## config.mk

```make
export PLATFORM = sky130hd
export DESIGN_NAME = pipeline_perf_counter_bank
export DESIGN_NICKNAME = d
export VERILOG_FILES = /design/src/rtl/pipeline_perf_counter_bank.sv
export SDC_FILE = /design/constraint.sdc
export NUM_CORES = 1
export LEC_CHECK = 0
export CAP_MARGIN = 25
export CORE_ASPECT_RATIO = 0.9
export CORE_MARGIN = 10
export CORE_UTILIZATION = 45
export CTS_CLUSTER_DIAMETER = 50
export DETAILED_ROUTE_END_ITERATION = 6
export PLACE_DENSITY = 0.7
export SLEW_MARGIN = 5
export SYNTH_ARGS = -nofsm -noshare
export SYNTH_HDL_FRONTEND = slang
export SYNTH_SLANG_ARGS = --single-unit
```

## constraint.sdc

```tcl
create_clock -name clk -period 15.09 [get_ports clk]
set_clock_uncertainty 0.2 [all_clocks]
set_input_delay 1.509 -clock clk [delete_from_list [all_inputs] [get_ports clk]]
set_output_delay 1.509 -clock clk [all_outputs]
set_load 0.03 [all_outputs]
```

## src/rtl/pipeline_perf_counter_bank.sv

```systemverilog
// Performance counter bank: free-running cycle counter plus NUM_EVENTS event counters,
// run/halt control, sticky overflow flags, atomic snapshot and registered read port.
module pipeline_perf_counter_bank #(
   parameter  int unsigned NUM_EVENTS = 4,
   parameter  int unsigned CNT_W      = 32,
   parameter  int unsigned SATURATE   = 0,
   localparam int unsigned AW         = $clog2(NUM_EVENTS + 1)
) (
   input  logic                  clk,
   input  logic                  rst,
   input  logic                  start,
   input  logic                  stop,
   input  logic                  clear,
   input  logic [NUM_EVENTS-1:0] events,
   input  logic                  snap,
   input  logic [AW-1:0]         rd_addr,
   output logic [CNT_W-1:0]      rd_data,
   output logic                  rd_ovf,
   output logic                  running,
   output logic                  ovf_any
);

   localparam int unsigned NCH = NUM_EVENTS + 1;

   typedef enum logic [1:0] {IDLE, RUN, HALT} state_t;

   state_t           state_q, state_n;
   logic [CNT_W-1:0] cnt_q [NCH];
   logic [CNT_W-1:0] sh_q  [NCH];
   logic [NCH-1:0]   ovf_q;
   logic [NCH-1:0]   sh_ovf_q;
   logic [NCH-1:0]   inc;
   logic [CNT_W-1:0] rd_data_n;
   logic             rd_ovf_n;

   // Next state: clear beats stop beats start
   always_comb begin
      state_n = state_q;
      if (clear) begin
         state_n = IDLE;
      end else if (stop) begin
         if (state_q == RUN) state_n = HALT;
      end else if (start && state_q != RUN) begin
         state_n = RUN;
      end
   end

   always_ff @(posedge clk or posedge rst) begin
      if (rst) begin
         state_q <= IDLE;
         running <= 1'b0;
      end else begin
         state_q <= state_n;
         running <= (state_n == RUN);
      end
   end

   // Increments are qualified by the pre-edge state only
   always_comb begin
      inc    = '0;
      inc[0] = (state_q == RUN);
      for (int unsigned i = 1; i < NCH; i++) begin
         inc[i] = (state_q == RUN) && events[i-1];
      end
   end

   always_ff @(posedge clk or posedge rst) begin
      if (rst) begin
         for (int unsigned i = 0; i < NCH; i++) cnt_q[i] <= '0;
         ovf_q <= '0;
      end else begin
         for (int unsigned i = 0; i < NCH; i++) begin
            if (clear) begin
               cnt_q[i] <= '0;
               ovf_q[i] <= 1'b0;
            end else if (inc[i]) begin
               if (&cnt_q[i]) begin
                  ovf_q[i] <= 1'b1;
                  if (SATURATE == 0) cnt_q[i] <= '0;
               end else begin
                  cnt_q[i] <= cnt_q[i] + CNT_W'(1);
               end
            end
         end
      end
   end

   // Shadows capture pre-update live values, so snap+clear keeps the old counts
   always_ff @(posedge clk or posedge rst) begin
      if (rst) begin
         for (int unsigned i = 0; i < NCH; i++) sh_q[i] <= '0;
         sh_ovf_q <= '0;
      end else if (snap) begin
         for (int unsigned i = 0; i < NCH; i++) sh_q[i] <= cnt_q[i];
         sh_ovf_q <= ovf_q;
      end
   end

   always_comb begin
      rd_data_n = '0;
      rd_ovf_n  = 1'b0;
      for (int unsigned i = 0; i < NCH; i++) begin
         if (rd_addr == AW'(i)) begin
            rd_data_n = sh_q[i];
            rd_ovf_n  = sh_ovf_q[i];
         end
      end
   end

   always_ff @(posedge clk or posedge rst) begin
      if (rst) begin
         rd_data <= '0;
         rd_ovf  <= 1'b0;
         ovf_any <= 1'b0;
      end else begin
         rd_data <= rd_data_n;
         rd_ovf  <= rd_ovf_n;
         ovf_any <= |ovf_q;
      end
   end

endmodule

```

Word-level counts from Yosys, hierarchy flattened
Index checks and enable logic that the tools add are counted.
{ "op_classes": {"n_addsub": 5, "n_eq_ne": 7, "mux": 44, "reduce_logical": 27} }
{ "ops": {"columns": ["operator", "n"], "rows": [
  ["two-way mux 32 bit", 20],
  ["adder 32 x 1 -> 32 bit, second input constant", 5],
  ["AND reduction 32 bit", 5],
  ["two-way mux 1 bit", 20],
  ["nonzero test 2 bit", 10],
  ["AND reduction 2 bit", 5],
  ["two-way mux 2 bit", 4],
  ["== test 3 x 2 -> 1 bit, second input constant", 2],
  ["logical AND 1 bit", 5],
  ["OR reduction 5 bit", 1],
  ["== test 2 x 1 -> 1 bit, second input constant", 2],
  ["== test 3 x 1 -> 1 bit, second input constant", 1],
  ["== test 3 bit, second input constant", 1],
  ["logical NOT 3 bit", 1],
  ["inequality test 2 x 1 -> 1 bit, second input constant", 1]
]} }
{ "word_totals": {"reg_bits": 367, "input_bits": 13, "elab_cells": 104} }

Depth between registers and ports, before layout
Gate-level depths: netlist of the first run.
{ "logic_depth": {"word_depth": 6, "ltp_mapped": 8, "mapped_depth_nobuf": 6} }

Worst setup path after synthesis of the first run
Ideal clock, no wire load.
{ "synth_path": {"path_kind": "input to register", "startpoint": "in clear", "endpoint": "reg cnt_q[61] (netlist name)", "setup_ns": 0.132, "arrival_time_ns": 2.982, "path_slack_ns": 11.776, "path_stages": 7, "path_buffers": 2, "path_cell_list": "buf_2 clkinv_1 a2111oi_0 buf_2 nand4_1 xor2_1 nor2_1"} }
{ "synth_via": {"elab_chain_cells": 1, "word_cells_on_any_way": 2, "classes_between": "mux: 1; reduce/logical: 1"} }
{ "synth_rtl": {"columns": ["element", "line_no", "rtl"], "rows": [
  ["start, declared", "13", "input logic clear,"],
  ["two-way mux 32 bit / nonzero test 2 bit (equally long branches)", null, null],
  ["end signal, assigned by index", "81", "cnt_q[i] <= cnt_q[i] + CNT_W'(1);"],
  ["end, declared", "28", "logic [CNT_W-1:0] cnt_q [NCH];"]
]} }
Parallel ways exist; a longest one is shown, timed or not.
A chain may end at the register's enable or synchronous reset.

==> reports/metrics.cfg, run 1 <==
[sta]
tightest_slew_ns=1.07
rsz0062_at_grt=false
fin_crit_ns=3.73
fmax_mhz=268
setup_violations=0
slew-limit-headroom_pct=28.8
post-route-period-util_pct=24.7
slew_viol_final=0
tns_ns=0
hold_viol=0
setup_ws_ns=11.36

[power_and_ir_drop]
leakagePower_nw=8.41
seq_power_share_pct=45.7
internal_power_mw=1.70
p_sw_share_pct=21.3
p_comb_share_pct=3.3
power-per-cell-area_mw_per_mm2=112
switching_power_uw=462
pwr-share-clk_pct=51.0
ir_drop_mv=0.0709
p_total_mw=2.17

[grt]
globalRoute.totalOverflow=0
antenna_found_initial=1
grt_max_degree=98
grt_pass1_wl_um=64200
grt_usage_pct=17.4
grt_pass1_vias=11400

[synth]
synthCells=1457
synthDistinctLibCells=54
syn_area_sq_mm=0.0168
ys_warn_count=0
syn_area_per_cell_sq_um=11.5
synth_edf_count=0
synth-main-ff-cell=dfrtp_1
synthArstFlopShare_pct=100
syn-num-nets=1475
synth_seq_cells=367
ys_seq_area_share_pct=54.8

[floorplanning]
io_pins=48
start_util_pct=46.0
rows=66
chipWidth_um=223
core_area_sq_mm=0.0364
die_h_um=203
dieArea_sq_mm=0.0454

[placement]
gp_congestion=0.868
dp_hpwl_um=26600
place_ws_ns=10.47
place_area_sq_mm=0.0177
numPortBuffers=47

[worst_setup_path]
startpoint_type=input pin
setup.worst_path.end=sh_q[68]$_DFFE_PP0P_
crit_path_cell_trace=clkdlybuf4s50_1, inv_8, buf_4, buf_4
regToRegStartpoint=cnt_q[98]$_DFFE_PP0P_
crit_arrival_ns=4.11
cpPeakStageDelay_ns=0.76
rr_endpoint=cnt_q[98]$_DFFE_PP0P_
crit_path_end_kind=asynchronous set/reset pin
critPathLaunch=rst
crit_fanout=97
path_class=in -> async
timing.reg2reg.setup_slack_ns=11.74
crit_slowest_cell=buf_4
crit_top_cell=buf_4
cp_data_required_time_ns=15.48
ff2ff_path_depth=5

[finish]
final_cell_mix=367 x dfrtp_1, 182 x nor2_1, 165 x mux2_2
nets=1516
area_delta_synth_final_pct=15.2
final_common_cell=dfrtp_1
num_antenna_cells=0
design_area_sq_mm=0.0193
drive_gt1_share_pct=20.4

[status]
status=finished, final reports clean

[route]
drt-total-wl_um=39800
drt-initial-drc-count=1122
final_antenna_net_count=0
route.detailed.drc=0
wire_per_inst_um=19.8
via_per_inst=5.61
drt-pass1-iter-count=5
dr_total_vias=11300

[clocking]
postCtsHoldBufs=0
root_buffer=clkbuf_16
clkTransAtPathRegs_ns=0.06
clock_path_buffers=3
clk_latency_ns=0.53
cts_sinks=367
cts_tree=done
cts_buffers=42
cts_resized=0
postCtsSetupBuffers=0
htree_levels=2

[min_path]
hp-class=reg -> reg

[job]
drv_cap=0

Yosys cell counts, types with 33 or more instances:
master | count | area [sq um]
nor3_1 | 38 | 190
mux2_2 | 165 | 1860
o21ai_0 | 41 | 205
inv_1 | 61 | 229
xnor2_1 | 99 | 867
nor4_1 | 43 | 269
nor2_1 | 182 | 683
nand3_1 | 49 | 245
mux4_2 | 33 | 743
nand4_1 | 39 | 244
dfrtp_1 | 367 | 9180
nand2_1 | 97 | 364
xor2_1 | 47 | 412
clkbuf_1 | 45 | 169
per-layer routing:
metal  global-route usage (%)  part of all wire (%)  routed length, um
met5                        0                 0.033                 13
met4                     5.09                   2.5                988
met3                     3.09                   5.2               2060
met2                     27.5                    47              18600
met1                     24.1                    45              18100
per-stage QoR:
stage | cells | util (%) | hold WS, ns
after CTS | 2004 | 52.8 | 0.282
final | 2007 | 53.0 | 0.283
after floorplan | 1457 | - | 0.245
after global routing | 2007 | 53.0 | 0.301
after detailed placement | 1927 | 48.6 | 0.269
after global placement | 1924 | 48.4 | 0.262
critical path, delay by kind of cell:
family / cells / cell delay, ns
buf+inv: 4 / 2.43
kinds of logic after synthesis:
kind of cell               Yosys count  share of synthesized area [%]
and+or+nand+nor                    518                           15.2
AOI/OAI and AO/OA                   87                           3.14
muxes                              199                           15.6
DFF                                367                           54.8
xor gates and xnor gates           146                           7.63
adders and majority gates            5                          0.373
buffers and inverters              135                           3.27
power by group through the flow:
stage               registers [mW]  clock network [mW]  logic (mW)
finish                       0.990                1.11      0.0715
global route                 0.990                1.17      0.0791
CTS                          0.990                1.12      0.0711
detailed placement            1.01                   0      0.0708
global placement              1.01                   0      0.0695
floorplan                     1.01                   0      0.0506
layout make-up:
cell class,instances,area [sq um]
fill,3020,17100
sequential,367,9180
multi-input combinational,955,7040
clock buffer,62,1290
timing repair buffer,70,707
tap,476,596
clock inverter,15,241
inverter,62,240
sequential cells by signal, summed over array words and instances, names as in the netlist:
register and count:
ovf_q 5, sh_q 160, sh_ovf_q 5, ovf_any 1, rd_data 32, state_q 2, cnt_q 160, rd_ovf 1
running 1
how the worst min path moves through the flow:
stage / start / to / slack [ns] / cells after the start
2_1_floorplan: ovf_q[4]$_DFFE_PP0P_ / ovf_any$_DFF_PP0_ / 0.25 / 2
4_1_cts: sh_q[18]$_DFFE_PP0P_ / rd_data[18]$_DFF_PP0_ / 0.28 / 2
3_3_place_gp: sh_q[16]$_DFFE_PP0P_ / rd_data[16]$_DFF_PP0_ / 0.26 / 2
5_1_grt: sh_q[20]$_DFFE_PP0P_ / rd_data[20]$_DFF_PP0_ / 0.30 / 2
6_report: sh_q[20]$_DFFE_PP0P_ / rd_data[20]$_DFF_PP0_ / 0.28 / 2
3_5_place_dp: sh_q[2]$_DFFE_PP0P_ / rd_data[2]$_DFF_PP0_ / 0.27 / 2
(Power assumes the default switching activity.)
==> run 2, diff against run 1 <==
--- a/config.mk
+++ b/config.mk
@@ -11,7 +11,7 @@
 export CORE_UTILIZATION = 45
 export CTS_CLUSTER_DIAMETER = 50
 export DETAILED_ROUTE_END_ITERATION = 6
-export PLACE_DENSITY = 0.7
+export PLACE_DENSITY = 0.73
 export SLEW_MARGIN = 5
 export SYNTH_ARGS = -nofsm -noshare
 export SYNTH_HDL_FRONTEND = slang
==> constraint.sdc (replaced) <==
create_clock -name clk -period 3.4 [get_ports clk]
set_clock_uncertainty 0.2 [all_clocks]
set_input_delay 0.34 -clock clk [delete_from_list [all_inputs] [get_ports clk]]
set_output_delay 0.34 -clock clk [all_outputs]
set_load 0.03 [all_outputs]
==> run 2 against run 1 <==
Largest cell class unchanged. Power rose to 4.1 times the previous value. Critical endpoint is now cnt_q[87]$_DFFE_PP0P_. Global-route usage down 0.31 points. Critical path type is now reg -> reg. Via count up 1.0%. Non-clock buffer count up 17. Count of clock-buffer cells in the layout down 9. Sequential cell count unchanged. Clock power rose to 3.8 times the previous value. Sequential share of layout area up 0.26 points. Die area unchanged. Combinational power rose to 4.5 times the previous value. Critical path depth up 2. Sequential power rose to 4.4 times the previous value.
==> reports/metrics.cfg, run 2 (synthesis results as in run 1) <==
[status]
status=finished, final reports clean

[floorplanning]
rows=66
start_util_pct=46.0
dieArea_sq_mm=0.0454
die_h_um=203
io_pins=48
chipWidth_um=223
core_area_sq_mm=0.0364

[placement]
dp_hpwl_um=27300
place_ws_ns=0.767
gp_congestion=0.882
dp_cells=1947
numPortBuffers=47

[sta]
setup_ws_ns=0.708
post-route-period-util_pct=79.2
tightest_slew_ns=0.797
fin_crit_ns=2.69
whs_ns=0.0555
slew_viol_final=0
fmax_mhz=372
rsz0062_at_grt=false
slew-limit-headroom_pct=46.9
setup_violations=0
hold_viol=0

[finish]
area_delta_synth_final_pct=14.5
nets=1529
instances_no_fill=2016
drive_gt1_share_pct=20.8
top_regs=cnt_q: 160 flops, sh_q: 160 flops, rd_data: 32 flops
fillerInstances=3068
num_antenna_cells=0
fin_util_pct=52.7
final_common_cell=dfrtp_1
final_cell_mix=367 x dfrtp_1, 182 x nor2_1, 165 x mux2_2

[clocking]
postCtsSetupBuffers=0
cts_buffers=38
cts_sinks=367
cts_resized=0
clk_latency_ns=0.54
clkTransAtPathRegs_ns=0.07
clock_path_buffers=3
cts_tree=done
postCtsHoldBufs=0
htree_levels=2
root_buffer=clkbuf_16

[power_and_ir_drop]
ir_drop_mv=0.385
leakagePower_nw=8.36
p_total_mw=8.98
power-per-cell-area_mw_per_mm2=468

[route]
final_antenna_net_count=0
drt-total-wl_um=39100
wire_per_inst_um=19.4
drt-initial-drc-count=763
drt-pass1-iter-count=5
route.detailed.drc=0
dr_total_vias=11400
via_per_inst=5.64

[worst_setup_path]
cpPeakStageDelay_ns=0.66
startpoint_type=flop
cp_top_family=simple AND/OR/NAND/NOR gates
worst-path-buf-inv=1
crit_top_cell=or4_4
crit_arrival_ns=2.91
crit_slowest_cell=or4_4
path_class=reg -> reg
crit_fanout=24
crit_path_end_kind=flop
cp_data_required_time_ns=3.62
crit_path_cell_trace=nand4_1, or4_4, or4_4, o21ai_2, buf_12, nor2_1

[grt]
grt_pass1_vias=11300
grt_pass1_wl_um=62900
antenna_found_initial=1
grt_max_degree=79
grt_usage_pct=17.1
globalRoute.totalOverflow=0

[job]
drv_cap=0

[min_path]
hp-class=in -> reg

[run 2: metal layers]
layer	track usage (%)	vias up	part of all wire, %	wire length [um]
li1	-	5169	-	-
met1	24.4	5870	47	18500
met2	26.6	275	45	17800
met3	3.23	53	5.6	2190
met4	3.74	0	1.5	606
met5	0	-	0	0
[run 2: stage by stage]
stage	TNS (ns)	cell area, sq um
floorplan	-757.56	16800
CTS	0	19200
detailed placement	0	17900
global placement	0	17900
global route	0	19200
finish	0	19200
[run 2: worst reg2reg max path: stages, from the launching register on]
cell	delay [ns]
dfrtp_1	0.44
nand4_1	0.16
or4_4	0.66
or4_4	0.48
o21ai_2	0.33
buf_12	0.22
nor2_1	0.09
[run 2: cell type report]
type	instances	area [sq um]	area share [%]
Clock buffer	53	1110	5.78
Clock inverter	16	176	0.919
Inverter	62	236	1.23
Multi-Input combinational cell	955	7030	36.6
Sequential cell	367	9180	47.9
Tap cell	476	596	3.10
Timing Repair Buffer	87	857	4.47
[run 2: path summary, 6_finish.rpt]
kind,start,to,slack (ns),depth (start not counted)
max,cnt_q[73]$_DFFE_PP0P_,cnt_q[87]$_DFFE_PP0P_,0.71,6
min,clear,ovf_q[4]$_DFFE_PP0P_,0.06,2
max reg2reg,cnt_q[73]$_DFFE_PP0P_,cnt_q[87]$_DFFE_PP0P_,0.71,6
min reg2reg,sh_q[17]$_DFFE_PP0P_,rd_data[17]$_DFF_PP0_,0.28,2
max in group asynchronous,rst,rd_data[0]$_DFF_PP0_,1.98,3
min in group asynchronous,rst,cnt_q[25]$_DFFE_PP0P_,0.08,2
[run 2: power by group]
group | total [mW] | switching, mW | internal [mW]
clock | 4.26 | 1.74 | 2.52
combinational | 0.324 | 0.222 | 0.102
sequential | 4.39 | 0.0153 | 4.38
